==> src/rtl/alu_seq_pkg.sv <==
// Shared types and constants for the alu_sequencer controller.
// Build option ALU_SEQ_SINGLE_STEP_EN adds the PAUSE state for single-step operation.
package alu_seq_pkg;

    localparam int unsigned INSTR_W  = 16;
    localparam int unsigned OPC_MSB  = 15;
    localparam int unsigned OPC_LSB  = 11;
    localparam int unsigned SEL_MSB  = 10;
    localparam int unsigned SEL_LSB  = 8;
    localparam int unsigned ADDR_MSB = 7;
    localparam int unsigned ADDR_LSB = 0;
    localparam int unsigned OPC_W    = OPC_MSB - OPC_LSB + 1;
    localparam int unsigned SEL_W    = SEL_MSB - SEL_LSB + 1;
    localparam int unsigned ADDR_W   = ADDR_MSB - ADDR_LSB + 1;
    localparam int unsigned CLASS_W  = 2;
    localparam int unsigned STATE_W  = 4;

    localparam logic [7:0] RESET_PC_DEFAULT = 8'h00;

    typedef enum logic [CLASS_W-1:0] {
        CLASS_ACC    = 2'b00,
        CLASS_STORE  = 2'b01,
        CLASS_BRANCH = 2'b10,
        CLASS_ACC2   = 2'b11
    } instr_class_e;

    typedef enum logic [STATE_W-1:0] {
        ST_IDLE      = 4'd0,
        ST_FETCH     = 4'd1,
        ST_DECODE    = 4'd2,
        ST_MEMRD     = 4'd3,
        ST_LOAD      = 4'd4,
        ST_EXECUTE   = 4'd5,
        ST_WRITEBACK = 4'd6,
        ST_HALT      = 4'd7
`ifdef ALU_SEQ_SINGLE_STEP_EN
        ,
        ST_PAUSE     = 4'd8
`endif
    } seq_state_e;

    // Instruction word layout: opcode | selector | data address.
    typedef struct packed {
        logic [OPC_W-1:0]  opcode;
        logic [SEL_W-1:0]  sel;
        logic [ADDR_W-1:0] addr;
    } instr_t;

    // Busy covers every state that is part of an instruction in flight.
    function automatic logic state_busy(input seq_state_e s);
        logic idle_like;
        idle_like = (s == ST_IDLE) || (s == ST_HALT);
`ifdef ALU_SEQ_SINGLE_STEP_EN
        idle_like = idle_like || (s == ST_PAUSE);
`endif
        return !idle_like;
    endfunction

endpackage

==> src/rtl/alu_seq_decode.sv <==
// Combinational split of the instruction register into its fields and opcode class.
module alu_seq_decode
    import alu_seq_pkg::*;
(
    input  logic [INSTR_W-1:0] ir_i,
    output logic [OPC_W-1:0]   opcode_c,
    output logic [SEL_W-1:0]   sel_c,
    output logic [ADDR_W-1:0]  addr_c,
    output instr_class_e       class_c
);

    instr_t instr;

    assign instr    = instr_t'(ir_i);
    assign opcode_c = instr.opcode;
    assign sel_c    = instr.sel;
    assign addr_c   = instr.addr;

    // Class lives in the two most significant opcode bits.
    assign class_c  = instr_class_e'(instr.opcode[OPC_W-1 -: CLASS_W]);

endmodule

==> src/rtl/alu_sequencer.sv <==
// Multi-cycle fetch/decode/execute controller between program ROM, data RAM and the ALU.
// Build option ALU_SEQ_SINGLE_STEP_EN adds StepInput and a PAUSE state after every WRITEBACK.
module alu_sequencer
    import alu_seq_pkg::*;
#(
    parameter int unsigned      PC_W     = 8,
    parameter int unsigned      DATA_W   = 16,
    parameter logic [PC_W-1:0]  RESET_PC = PC_W'(RESET_PC_DEFAULT)
)(
    input  logic                clkInput,
    input  logic                nResetInput,
    input  logic                StartInput,
`ifdef ALU_SEQ_SINGLE_STEP_EN
    input  logic                StepInput,
`endif
    output logic [PC_W-1:0]     ProgramAddressOutput,
    input  logic [INSTR_W-1:0]  ProgramDataInput,
    output logic [PC_W-1:0]     DataAddressOutput,
    input  logic [DATA_W-1:0]   DataReadInput,
    output logic [DATA_W-1:0]   DataWriteOutput,
    output logic                DataWriteEnableOutput,
    output logic [OPC_W-1:0]    AluOperandOutput,
    output logic [SEL_W-1:0]    AluOutputSelectorOutput,
    output logic [DATA_W-1:0]   AluAccumulatorOutput,
    output logic [DATA_W-1:0]   AluDataOutput,
    output logic                AluConditionFlagOutput,
    input  logic [DATA_W-1:0]   AluAccumulatorInput,
    input  logic [DATA_W-1:0]   AluDataInput,
    input  logic [PC_W-1:0]     AluProgramCounterInput,
    input  logic                AluConditionFlagInput,
    input  logic                AluEndFlagInput,
    output logic                BusyOutput,
    output logic                HaltedOutput
);

    seq_state_e           state_q, state_d;
    logic [PC_W-1:0]      pc_q, pc_d;
    logic [INSTR_W-1:0]   ir_q, ir_d;
    logic [DATA_W-1:0]    mdr_q, mdr_d;
    logic [DATA_W-1:0]    acc_q, acc_d;
    logic                 flag_q, flag_d;
    logic                 we_q, we_d;
    logic                 busy_q, busy_d;
    logic                 halted_q, halted_d;

    logic [OPC_W-1:0]     opcode_c;
    logic [SEL_W-1:0]     sel_c;
    logic [ADDR_W-1:0]    addr_c;
    instr_class_e         class_c;

    alu_seq_decode u_decode (
        .ir_i     (ir_q),
        .opcode_c (opcode_c),
        .sel_c    (sel_c),
        .addr_c   (addr_c),
        .class_c  (class_c)
    );

    // Next-state and datapath updates; each register holds unless its state acts on it.
    always_comb begin
        state_d  = state_q;
        pc_d     = pc_q;
        ir_d     = ir_q;
        mdr_d    = mdr_q;
        acc_d    = acc_q;
        flag_d   = flag_q;
        we_d     = 1'b0;

        case (state_q)
            ST_IDLE, ST_HALT: begin
                if (StartInput) begin
                    state_d = ST_FETCH;
                    pc_d    = RESET_PC;
                    acc_d   = '0;
                    flag_d  = 1'b0;
                end
            end
            ST_FETCH: begin
                state_d = ST_DECODE;
            end
            ST_DECODE: begin
                ir_d    = ProgramDataInput;
                state_d = ST_MEMRD;
            end
            ST_MEMRD: begin
                state_d = ST_LOAD;
            end
            ST_LOAD: begin
                mdr_d   = DataReadInput;
                state_d = ST_EXECUTE;
            end
            ST_EXECUTE: begin
                // Strobe is registered so it lines up exactly with WRITEBACK.
                we_d    = (class_c == CLASS_STORE);
                state_d = ST_WRITEBACK;
            end
            ST_WRITEBACK: begin
                flag_d = AluConditionFlagInput;
                if ((class_c == CLASS_ACC) || (class_c == CLASS_ACC2)) begin
                    acc_d = AluAccumulatorInput;
                end
                // End result wins over any PC update, including a taken branch.
                if (AluEndFlagInput) begin
                    state_d = ST_HALT;
                end else begin
                    if (class_c == CLASS_BRANCH) begin
                        pc_d = AluProgramCounterInput;
                    end else begin
                        pc_d = pc_q + PC_W'(1);
                    end
`ifdef ALU_SEQ_SINGLE_STEP_EN
                    state_d = ST_PAUSE;
`else
                    state_d = ST_FETCH;
`endif
                end
            end
`ifdef ALU_SEQ_SINGLE_STEP_EN
            ST_PAUSE: begin
                if (StepInput) begin
                    state_d = ST_FETCH;
                end
            end
`endif
            default: begin
                state_d = ST_IDLE;
            end
        endcase

        busy_d   = state_busy(state_d);
        halted_d = (state_d == ST_HALT);
    end

    always_ff @(posedge clkInput or negedge nResetInput) begin
        if (!nResetInput) begin
            state_q  <= ST_IDLE;
            pc_q     <= RESET_PC;
            ir_q     <= '0;
            mdr_q    <= '0;
            acc_q    <= '0;
            flag_q   <= 1'b0;
            we_q     <= 1'b0;
            busy_q   <= 1'b0;
            halted_q <= 1'b0;
        end else begin
            state_q  <= state_d;
            pc_q     <= pc_d;
            ir_q     <= ir_d;
            mdr_q    <= mdr_d;
            acc_q    <= acc_d;
            flag_q   <= flag_d;
            we_q     <= we_d;
            busy_q   <= busy_d;
            halted_q <= halted_d;
        end
    end

    assign ProgramAddressOutput    = pc_q;
    assign DataAddressOutput       = PC_W'(addr_c);
    assign AluOperandOutput        = opcode_c;
    assign AluOutputSelectorOutput = sel_c;
    assign AluAccumulatorOutput    = acc_q;
    assign AluDataOutput           = mdr_q;
    assign AluConditionFlagOutput  = flag_q;
    assign DataWriteEnableOutput   = we_q;
    assign BusyOutput              = busy_q;
    assign HaltedOutput            = halted_q;

    // The ALU result is already registered; gating keeps the write bus quiet outside WRITEBACK.
    assign DataWriteOutput         = we_q ? AluDataInput : '0;

endmodule

==> config.mk <==
export PLATFORM = sky130hd
export DESIGN_NAME = alu_sequencer
export DESIGN_NICKNAME = d
export VERILOG_FILES = /design/src/rtl/alu_seq_pkg.sv /design/src/rtl/alu_seq_decode.sv /design/src/rtl/alu_sequencer.sv
export SDC_FILE = /design/constraint.sdc
export NUM_CORES = 1
export LEC_CHECK = 0
export ABC_AREA = 0
export BUFFER_PORTS_ARGS = -buffer_cell sky130_fd_sc_hd__buf_2
export CAP_MARGIN = 0
export CELL_PAD_IN_SITES_DETAIL_PLACEMENT = 2
export CELL_PAD_IN_SITES_GLOBAL_PLACEMENT = 2
export CORE_AREA = 2 2 109 111
export DETAILED_ROUTE_END_ITERATION = 10
export DIE_AREA = 0 0 111 113
export PLACE_DENSITY_LB_ADDON = 0.1
export SLEW_MARGIN = 10
export SYNTH_ARGS = -nofsm -noshare
export SYNTH_HDL_FRONTEND = slang
export SYNTH_HIERARCHICAL = 1
export SYNTH_SLANG_ARGS = --single-unit
==> constraint.sdc <==
create_clock -name clkInput -period 2.25 [get_ports clkInput]
set_input_delay 0 -clock clkInput [delete_from_list [all_inputs] [get_ports clkInput]]
set_output_delay 0 -clock clkInput [all_outputs]
set_load 0.02 [all_outputs]
==> impl_results.md, run 1 <==
* Htree depth at 3
* Post-synthesis sequential area ratio at 53.4%
* Synthesized cell area at 0.00300 mm2
* Initial antenna violation count at 0
* Mapped Avg Cell Area at 12.3 um2
* DR iter-0 viols at 74
* Routed wire length at 9.46 mm
* Fin. Hold Viols at 0
* Core area at 0.0113 mm2
* Register Area at 0.00160 mm2
* Max Root-Sink Buffers at 2
* Slowest CP cell: or4b_4
* Share of cells above drive strength 1 at 48.1%
* FILL cells at 1,206
* Via count at 2,644
* Register-to-Register Path Depth at 4
* # DRC at 0
* Yosys warns at 6
* Top-count cell post-synth: dfrtp_1
* Post-route cell area at 0.00469 mm2
* CTS Sinks at 64
* Worst path max stage delay at 630 ps
* Multi-input gate area at 0.00115 mm2
* Data required time at the worst endpoint at 2450 ps
* Num rows at 39
* IO Count at 153
* Hold_ws at 31.4 ps
* Min Tclk post-route at 1860 ps
* Final setup vio count at 0
* Synthesis-to-finish area growth at 56.6%
* DR vias/cell at 4.50
* First-pass GRT wire length at 15.5 mm
* Die Wd at 111 um
* Reg clk slew, reported paths at 60 ps
* GRT overflow at 0
* Die Y at 113 um
* DP HPWL at 6.35 mm
* Starting Density at 26.6%
* Port bufs at 152
* Number of post-CTS setup repair buffers at 0
* Net Count, Synth at 324
* Top post-synthesis cells by area: dfrtp_1, mux2_2, buf_4
* Max_slew headroom at 57.5%
* Clock Skew at 6.41 ps
* Worst Setup Start Kind: flop
* Yosys top cell area share at 53.4%
* Leading area contributor after synthesis: dfrtp_1
* Placer Congestion at 0.759
* Root buf cell: clkbuf_16
* Routed len/inst at 16.1 um
* GRT Overall Usage at 15.6%
* Largest net degree at the start of global routing at 29
* Number of distinct library cells after synthesis at 43
* Post-synth EDFFs at 0
* Vias in the first global route at 2,931
* Ys async rst share at 100%
* Synthesized flop and latch total at 64
* Top_reg_cell synth: dfrtp_1
* Fmax at 539 MHz
* NumNets Final at 520
* Min-delay worst type: primary input to flop
* Ordered list of cells on the worst path: or4b_4 > o32ai_4 > o21ai_0 > o2bb2ai_1
* Peak fanout along the critical path at 12
* Crit path kind: flop to flop
* Maxcap violations at 0
* Post-synth top cells: dfrtp_1, mux2_2, buf_4, a22o_1, and2_1
* Ant diodes at 0
* Run status: complete, no violations
* CP arrival at 2060 ps
* Worst VDD drop at 495 uV
* Die ar. at 0.0125 mm2
* Clk_lat worst skew at 330 ps
* Post-CTS sizing at 0
* Setup TNS at 0 ps
* Hold Path Cell Cnt at 3
* Critical Path Sink Type: flop
* DRT antenna net count at 0
* Worst-Margin Slew at 638 ps
* Num CTS Buffers at 9
* LEAKAGE at 2.36 nW
* DP Area at 0.00377 mm2
* Final period util at 82.5%
* DRT Pass-1 Iters at 4
* PD cells at 979 mW/mm2
* Final max-slew violation count at 0
* RSZ-0062 raised after global routing: false
* Syn Inst Count at 244
* CTS tree: yes
-- worst paths after layout --
kind,from,to,slack [ps]
worst max-delay path,state_q[2]$_DFF_PN0_,ProgramAddressOutput[2]$_DFFE_PN0P_,390
max in group asynchronous,nResetInput,AluAccumulatorOutput[14]$_DFFE_PN0P_,1300
min in group asynchronous,nResetInput,ir_q[0]$_DFFE_PN0P_,230
worst min-delay path,AluProgramCounterInput[0],ProgramAddressOutput[0]$_DFFE_PN0P_,30
worst min register to register,AluAccumulatorOutput[4]$_DFFE_PN0P_,AluAccumulatorOutput[4]$_DFFE_PN0P_,490
worst max register to register,state_q[2]$_DFF_PN0_,ProgramAddressOutput[2]$_DFFE_PN0P_,390
-- stage by stage --
stage | setup WS (ps) | utilization [%] | power (mW) | cells
detailed placement | 363 | 33.4 | 2.89 | 515
floorplan | 602 | - | 2.61 | 244
global route | 240 | 41.6 | 4.85 | 588
finish | 395 | 41.6 | 4.59 | 588
CTS | 351 | 41.6 | 4.65 | 588
global placement | 428 | 33.4 | 2.85 | 515
-- layout make-up --
type / count / area share [%]
clock buffers: 10 / 5.09
clock inverters: 6 / 2.45
flip-flops and latches: 64 / 34.1
multi-input cells: 142 / 24.6
inverters: 8 / 0.640
repair buffers: 215 / 29.3
well taps: 143 / 3.81
-- registers in the layout (all words and copies together), names as in the netlist --
name,count
AluAccumulatorOutput,16
AluConditionFlagOutput,1
AluDataOutput,16
BusyOutput,1
DataWriteEnableOutput,1
HaltedOutput,1
ProgramAddressOutput,8
ir_q,16
state_q,4
-- power by group --
part	internal [mW]	switching (mW)	leakage, nW	total [mW]
Combinational	0.587	0.748	1.35	1.34
Sequential	1.43	0.172	0.838	1.60
Clock	1.12	0.535	0.169	1.65
-- kinds of logic after synthesis --
logic type      after synthesis  synth area share, %
compound gates               46                 12.3
fa+ha+maj                     3                 1.25
buf+inv                      38                 8.14
flops                        64                 53.4
simple gates                 57                 11.8
mux                          34                 12.7
xor+xnor                      1                0.292
other cells                   1                0.125
-- what timing repair did --
item,in CTS,in global routing
hold buffers,57,0
setup endpoints to repair,0,0
endpoints found under the hold margin,82,0
-- worst max-delay path, delay by kind of cell, from the launching register on --
family             cells  cell delay [ps]
DFF                    1              520
AOI/OAI and AO/OA      3              570
and+or+nand+nor        1              630
-- cell usage in the layout (no fill, tap or decap), drive strengths merged, types with 2 or more instances in the layout --
cell type / Yosys / layout
a21oi: 7 / 7
a22o: 17 / 17
and2: 17 / 17
buf: 27 / 158
bufinv: 0 / 3
clkbuf: 3 / 10
dfrtp: 64 / 64
dlygate4sd3: 0 / 57
ha: 3 / 3
inv: 8 / 9
mux2: 32 / 32
mux2i: 2 / 2
nand2: 9 / 9
nand2b: 4 / 4
nand3: 5 / 5
nor2: 8 / 8
nor2b: 3 / 3
nor3: 4 / 4
nor4: 2 / 2
o21ai: 6 / 6
o21bai: 2 / 2
o22ai: 2 / 2
o2bb2ai: 5 / 5
-- metal layers --
metal / up-vias / wire (um) / track usage, %
li1: 1238 / - / -
met1: 1300 / 3930 / 18.7
met2: 99 / 4770 / 26.6
met3: 7 / 641 / 4.77
met4: 0 / 113 / 5.25
met5: - / 0 / 0
No activity file was read; power rests on OpenSTA's default activity.
==> run 2: changes to the inputs <==
--- a/config.mk
+++ b/config.mk
@@ -5,14 +5,14 @@
 export SDC_FILE = /design/constraint.sdc
 export NUM_CORES = 1
 export LEC_CHECK = 0
-export ABC_AREA = 0
+export ABC_AREA = 1
 export BUFFER_PORTS_ARGS = -buffer_cell sky130_fd_sc_hd__buf_2
 export CAP_MARGIN = 0
 export CELL_PAD_IN_SITES_DETAIL_PLACEMENT = 2
 export CELL_PAD_IN_SITES_GLOBAL_PLACEMENT = 2
-export CORE_AREA = 2 2 109 111
+export CORE_AREA = 2 2 114 116
 export DETAILED_ROUTE_END_ITERATION = 10
-export DIE_AREA = 0 0 111 113
+export DIE_AREA = 0 0 116 118
 export PLACE_DENSITY_LB_ADDON = 0.1
 export SLEW_MARGIN = 10
 export SYNTH_ARGS = -nofsm -noshare
==> constraint.sdc (replaced) <==
create_clock -name clkInput -period 1.9 [get_ports clkInput]
set_input_delay 0 -clock clkInput [delete_from_list [all_inputs] [get_ports clkInput]]
set_output_delay 0 -clock clkInput [all_outputs]
set_load 0.02 [all_outputs]
==> run 2 against run 1 <==
  * Die area up 9.1%
  * Sequential share of layout area down 0.67 points
  * Register-to-register slack worse by 120 ps
  * Maximum frequency grew 14%
  * Critical path depth grew 1
  * Non-clock buffer count down 4
  * Power increased by 32%
  * Critical path type unchanged
  * Sequential power up 23%
  * Sequential cell count did not move
  * Routed wire length is 8.2% higher
  * Setup slack got worse by 120 ps
  * Clock power up 21%
==> impl_results.md, run 2 <==
* Run status: complete, no violations (unchanged)
* Top post-synthesis cells by area: dfrtp_1, nand2_1, inv_1 (was dfrtp_1, mux2_2, buf_4)
* GRT overflow at 0 (unchanged)
* Post-CTS sizing at 0 (unchanged)
* Core area at 0.0124 mm2 (was 0.0113 mm2)
* Setup TNS at 0 ps (unchanged)
* Num rows at 41 (was 39)
* Final setup vio count at 0 (unchanged)
* Reg clk slew, reported paths at 60 ps (about the same)
* Htree depth at 3 (unchanged)
* Number of distinct library cells after synthesis at 26 (was 43)
* Post-synth top cells: nand2_1, dfrtp_1, inv_1, o21ai_0, nand3_1 (was dfrtp_1, mux2_2, buf_4, a22o_1, and2_1)
* Top-count cell post-synth: nand2_1 (was dfrtp_1)
* Fmax at 615 MHz (was 539 MHz)
* GRT Overall Usage at 16.0% (was 15.6%)
* Share of cells above drive strength 1 at 36.7% (was 48.1%)
* Min Tclk post-route at 1630 ps (was 1860 ps)
* Via count at 3,044 (was 2,644)
* Vias in the first global route at 3,389 (was 2,931)
* Critical Path Sink Type: flop (unchanged)
* Max Root-Sink Buffers at 2 (unchanged)
* NumNets Final at 626 (was 520)
* Number of post-CTS setup repair buffers at 0 (unchanged)
* Hold_ws at 8.05 ps (was 31.4 ps)
* Starting Density at 24.5% (was 26.6%)
* Routed wire length at 10.2 mm (was 9.46 mm)
* Largest net degree at the start of global routing at 30 (was 29)
* DP Area at 0.00389 mm2 (was 0.00377 mm2)
* Most common cell after layout, fill and taps aside: buf_2 (unchanged)
* Synthesis-to-finish area growth at 57.5% (was 56.6%)
* Post-synth EDFFs at 0 (unchanged)
* Data required time at the worst endpoint at 2080 ps (was 2450 ps)
* CTS Sinks at 64 (unchanged)
* Most frequent cells in the layout: buf_2, nand2_1, dfrtp_1, dlygate4sd3_1, inv_1 (was buf_2, dfrtp_1, dlygate4sd3_1, mux2_2)
* Max_slew headroom at 59.1% (was 57.5%)
* Worst path max stage delay at 500 ps (was 630 ps)
* DR vias/cell at 4.20 (was 4.50)
* LEAKAGE at 2.64 nW (was 2.36 nW)
* Clk_lat worst skew at 330 ps (about the same)
* Fin. Hold Viols at 0 (unchanged)
* Die Y at 118 um (was 113 um)
* Slowest CP cell: o21ai_2 (was or4b_4)
* Leading area contributor after synthesis: dfrtp_1 (unchanged)
* Final max-slew violation count at 0 (unchanged)
* Worst VDD drop at 445 uV (was 495 uV)
* DR iter-0 viols at 104 (was 74)
* Synthesized cell area at 0.00304 mm2 (was 0.00300 mm2)
* Die Wd at 116 um (was 111 um)
* Num CTS Buffers at 9 (unchanged)
* Root buf cell: clkbuf_16 (unchanged)
* Top_reg_cell synth: dfrtp_1 (unchanged)
* Ys async rst share at 100% (unchanged)
* DRT antenna net count at 0 (unchanged)
* Final WS setup at 274 ps (was 395 ps)
* Worst path most repeated cell: inv_1
* IO Count at 153 (unchanged)
* Synthesized flop and latch total at 64 (unchanged)
* Min-delay worst type: primary input to flop (unchanged)
* Clock Skew at 8.35 ps (was 6.41 ps)
* Syn Inst Count at 352 (was 244)
* Worst-Margin Slew at 613 ps (was 638 ps)
* Final period util at 85.6% (was 82.5%)
* Ordered list of cells on the worst path: inv_1 > ha_1 > inv_1 > o21ai_2 > o21ai_0 (was or4b_4 > o32ai_4 > o21ai_0 > o2bb2ai_1)
* DP HPWL at 7.29 mm (was 6.35 mm)
* # DRC at 0 (unchanged)
* Worst Setup Start Kind: flop (unchanged)
* Die ar. at 0.0137 mm2 (was 0.0125 mm2)
* FILL cells at 1,461 (was 1,206)
* Post-synthesis sequential area ratio at 52.7% (was 53.4%)
* Initial antenna violation count at 1 (was 0)
* Net Count, Synth at 432 (was 324)
* DRT Pass-1 Iters at 4 (unchanged)
* Port bufs at 152 (unchanged)
* Non-Filler Instances at 724 (was 588)
* Peak fanout along the critical path at 16 (was 12)
* Mapped Avg Cell Area at 8.63 um2 (was 12.3 um2)
* Yosys top cell area share at 52.7% (was 53.4%)
* First-pass GRT wire length at 16.8 mm (was 15.5 mm)
* Worst slack at placement at 192 ps (was 363 ps)
* PD cells at 1260 mW/mm2 (was 979 mW/mm2)
* Cell total after placement at 654 (was 515)
* CP arrival at 1810 ps (was 2060 ps)
* Post-route cell area at 0.00479 mm2 (was 0.00469 mm2)
* Yosys warns at 6 (unchanged)
* RSZ-0062 raised after global routing: false (unchanged)
* CTS tree: yes (unchanged)
* Placer Congestion at 0.795 (was 0.759)
* Maxcap violations at 0 (unchanged)
* Crit path kind: flop to flop (unchanged)
* Routed len/inst at 14.1 um (was 16.1 um)
## run 2: cell types whose count changed after synthesis, moves of 17 or more
cell     delta
a22o_1     -17
nand2_1    +96
inv_1      +42
o21ai_0    +23
and2_1     -17
nand3_1    +18
## run 2: what timing repair did
item                                    in CTS  in global routing
endpoints found under the setup margin       0                  0
hold endpoints to repair                    73                  0
hold buffers                                53                  0
## run 2: layout make-up
class,count,area [um2],share of cell area (%)
flip-flops and latches,64,1600,33.5
repair buffers,211,1350,28.2
multi-input cells,209,1060,22.2
clock buffers,12,267,5.57
well taps,172,215,4.50
inverters,51,191,4.00
clock inverters,4,98.8,2.06
diodes,1,2.50,0.0523
## run 2: per-layer routing
layer / routed length [um] / track usage [%]
met4: 212 / 6.40
met1: 4240 / 18.9
met2: 5000 / 27.0
met3: 788 / 4.48
met5: 0 / 0
## run 2: path summary, 6_finish.rpt
kind,slack (ps),to,startpoint,cells after the start
worst max-delay path,270,AluAccumulatorOutput[13]$_DFFE_PN0P_,ir_q[14]$_DFFE_PN0P_,5
max in group asynchronous,1050,AluDataOutput[11]$_DFFE_PN0P_,nResetInput,3
min in group asynchronous,220,AluConditionFlagOutput$_DFFE_PN0P_,nResetInput,2
worst min register to register,480,AluDataOutput[3]$_DFFE_PN0P_,AluDataOutput[3]$_DFFE_PN0P_,2
worst max register to register,270,AluAccumulatorOutput[13]$_DFFE_PN0P_,ir_q[14]$_DFFE_PN0P_,5
worst min-delay path,8,AluConditionFlagOutput$_DFFE_PN0P_,StartInput,4
## run 2: stage by stage
step           util (%)  total power, mW
5_1_grt            38.6             6.45
4_1_cts            38.5             6.15
2_1_floorplan         -             3.50
3_3_place_gp       31.3             3.94
6_report           38.6             6.05
3_5_place_dp       31.3             4.02
## run 2: where the power goes
group          internal [mW]  switching (mW)  total, mW
clock network           1.39           0.613       2.00
logic                  0.773            1.30       2.07
registers               1.75           0.220       1.97
total                   3.91            2.14       6.05
## run 2: cell families (layout without fill, tap and decap cells)
logic type                 after synthesis  after routing  synth area share [%]
and+or+nand+nor                        153            153                  20.9
buffers and inverters                   79            278                  12.4
muxes                                   17             17                  6.26
DFF                                     64             64                  52.7
adders and majority gates                3              3                  1.24
other                                    1              2                 0.123
AOI/OAI and AO/OA                       32             32                  5.56
xor gates and xnor gates                 3              3                 0.865
## run 2: critical path, delay by kind of cell (launching register included)
| family | cells | cell delay, ps |
|---|---|---|
| buffers and inverters | 2 | 110 |
| flip-flops | 1 | 380 |
| AO/OA/AOI/OAI | 2 | 680 |
| adder cells (fa/ha/maj) | 1 | 290 |
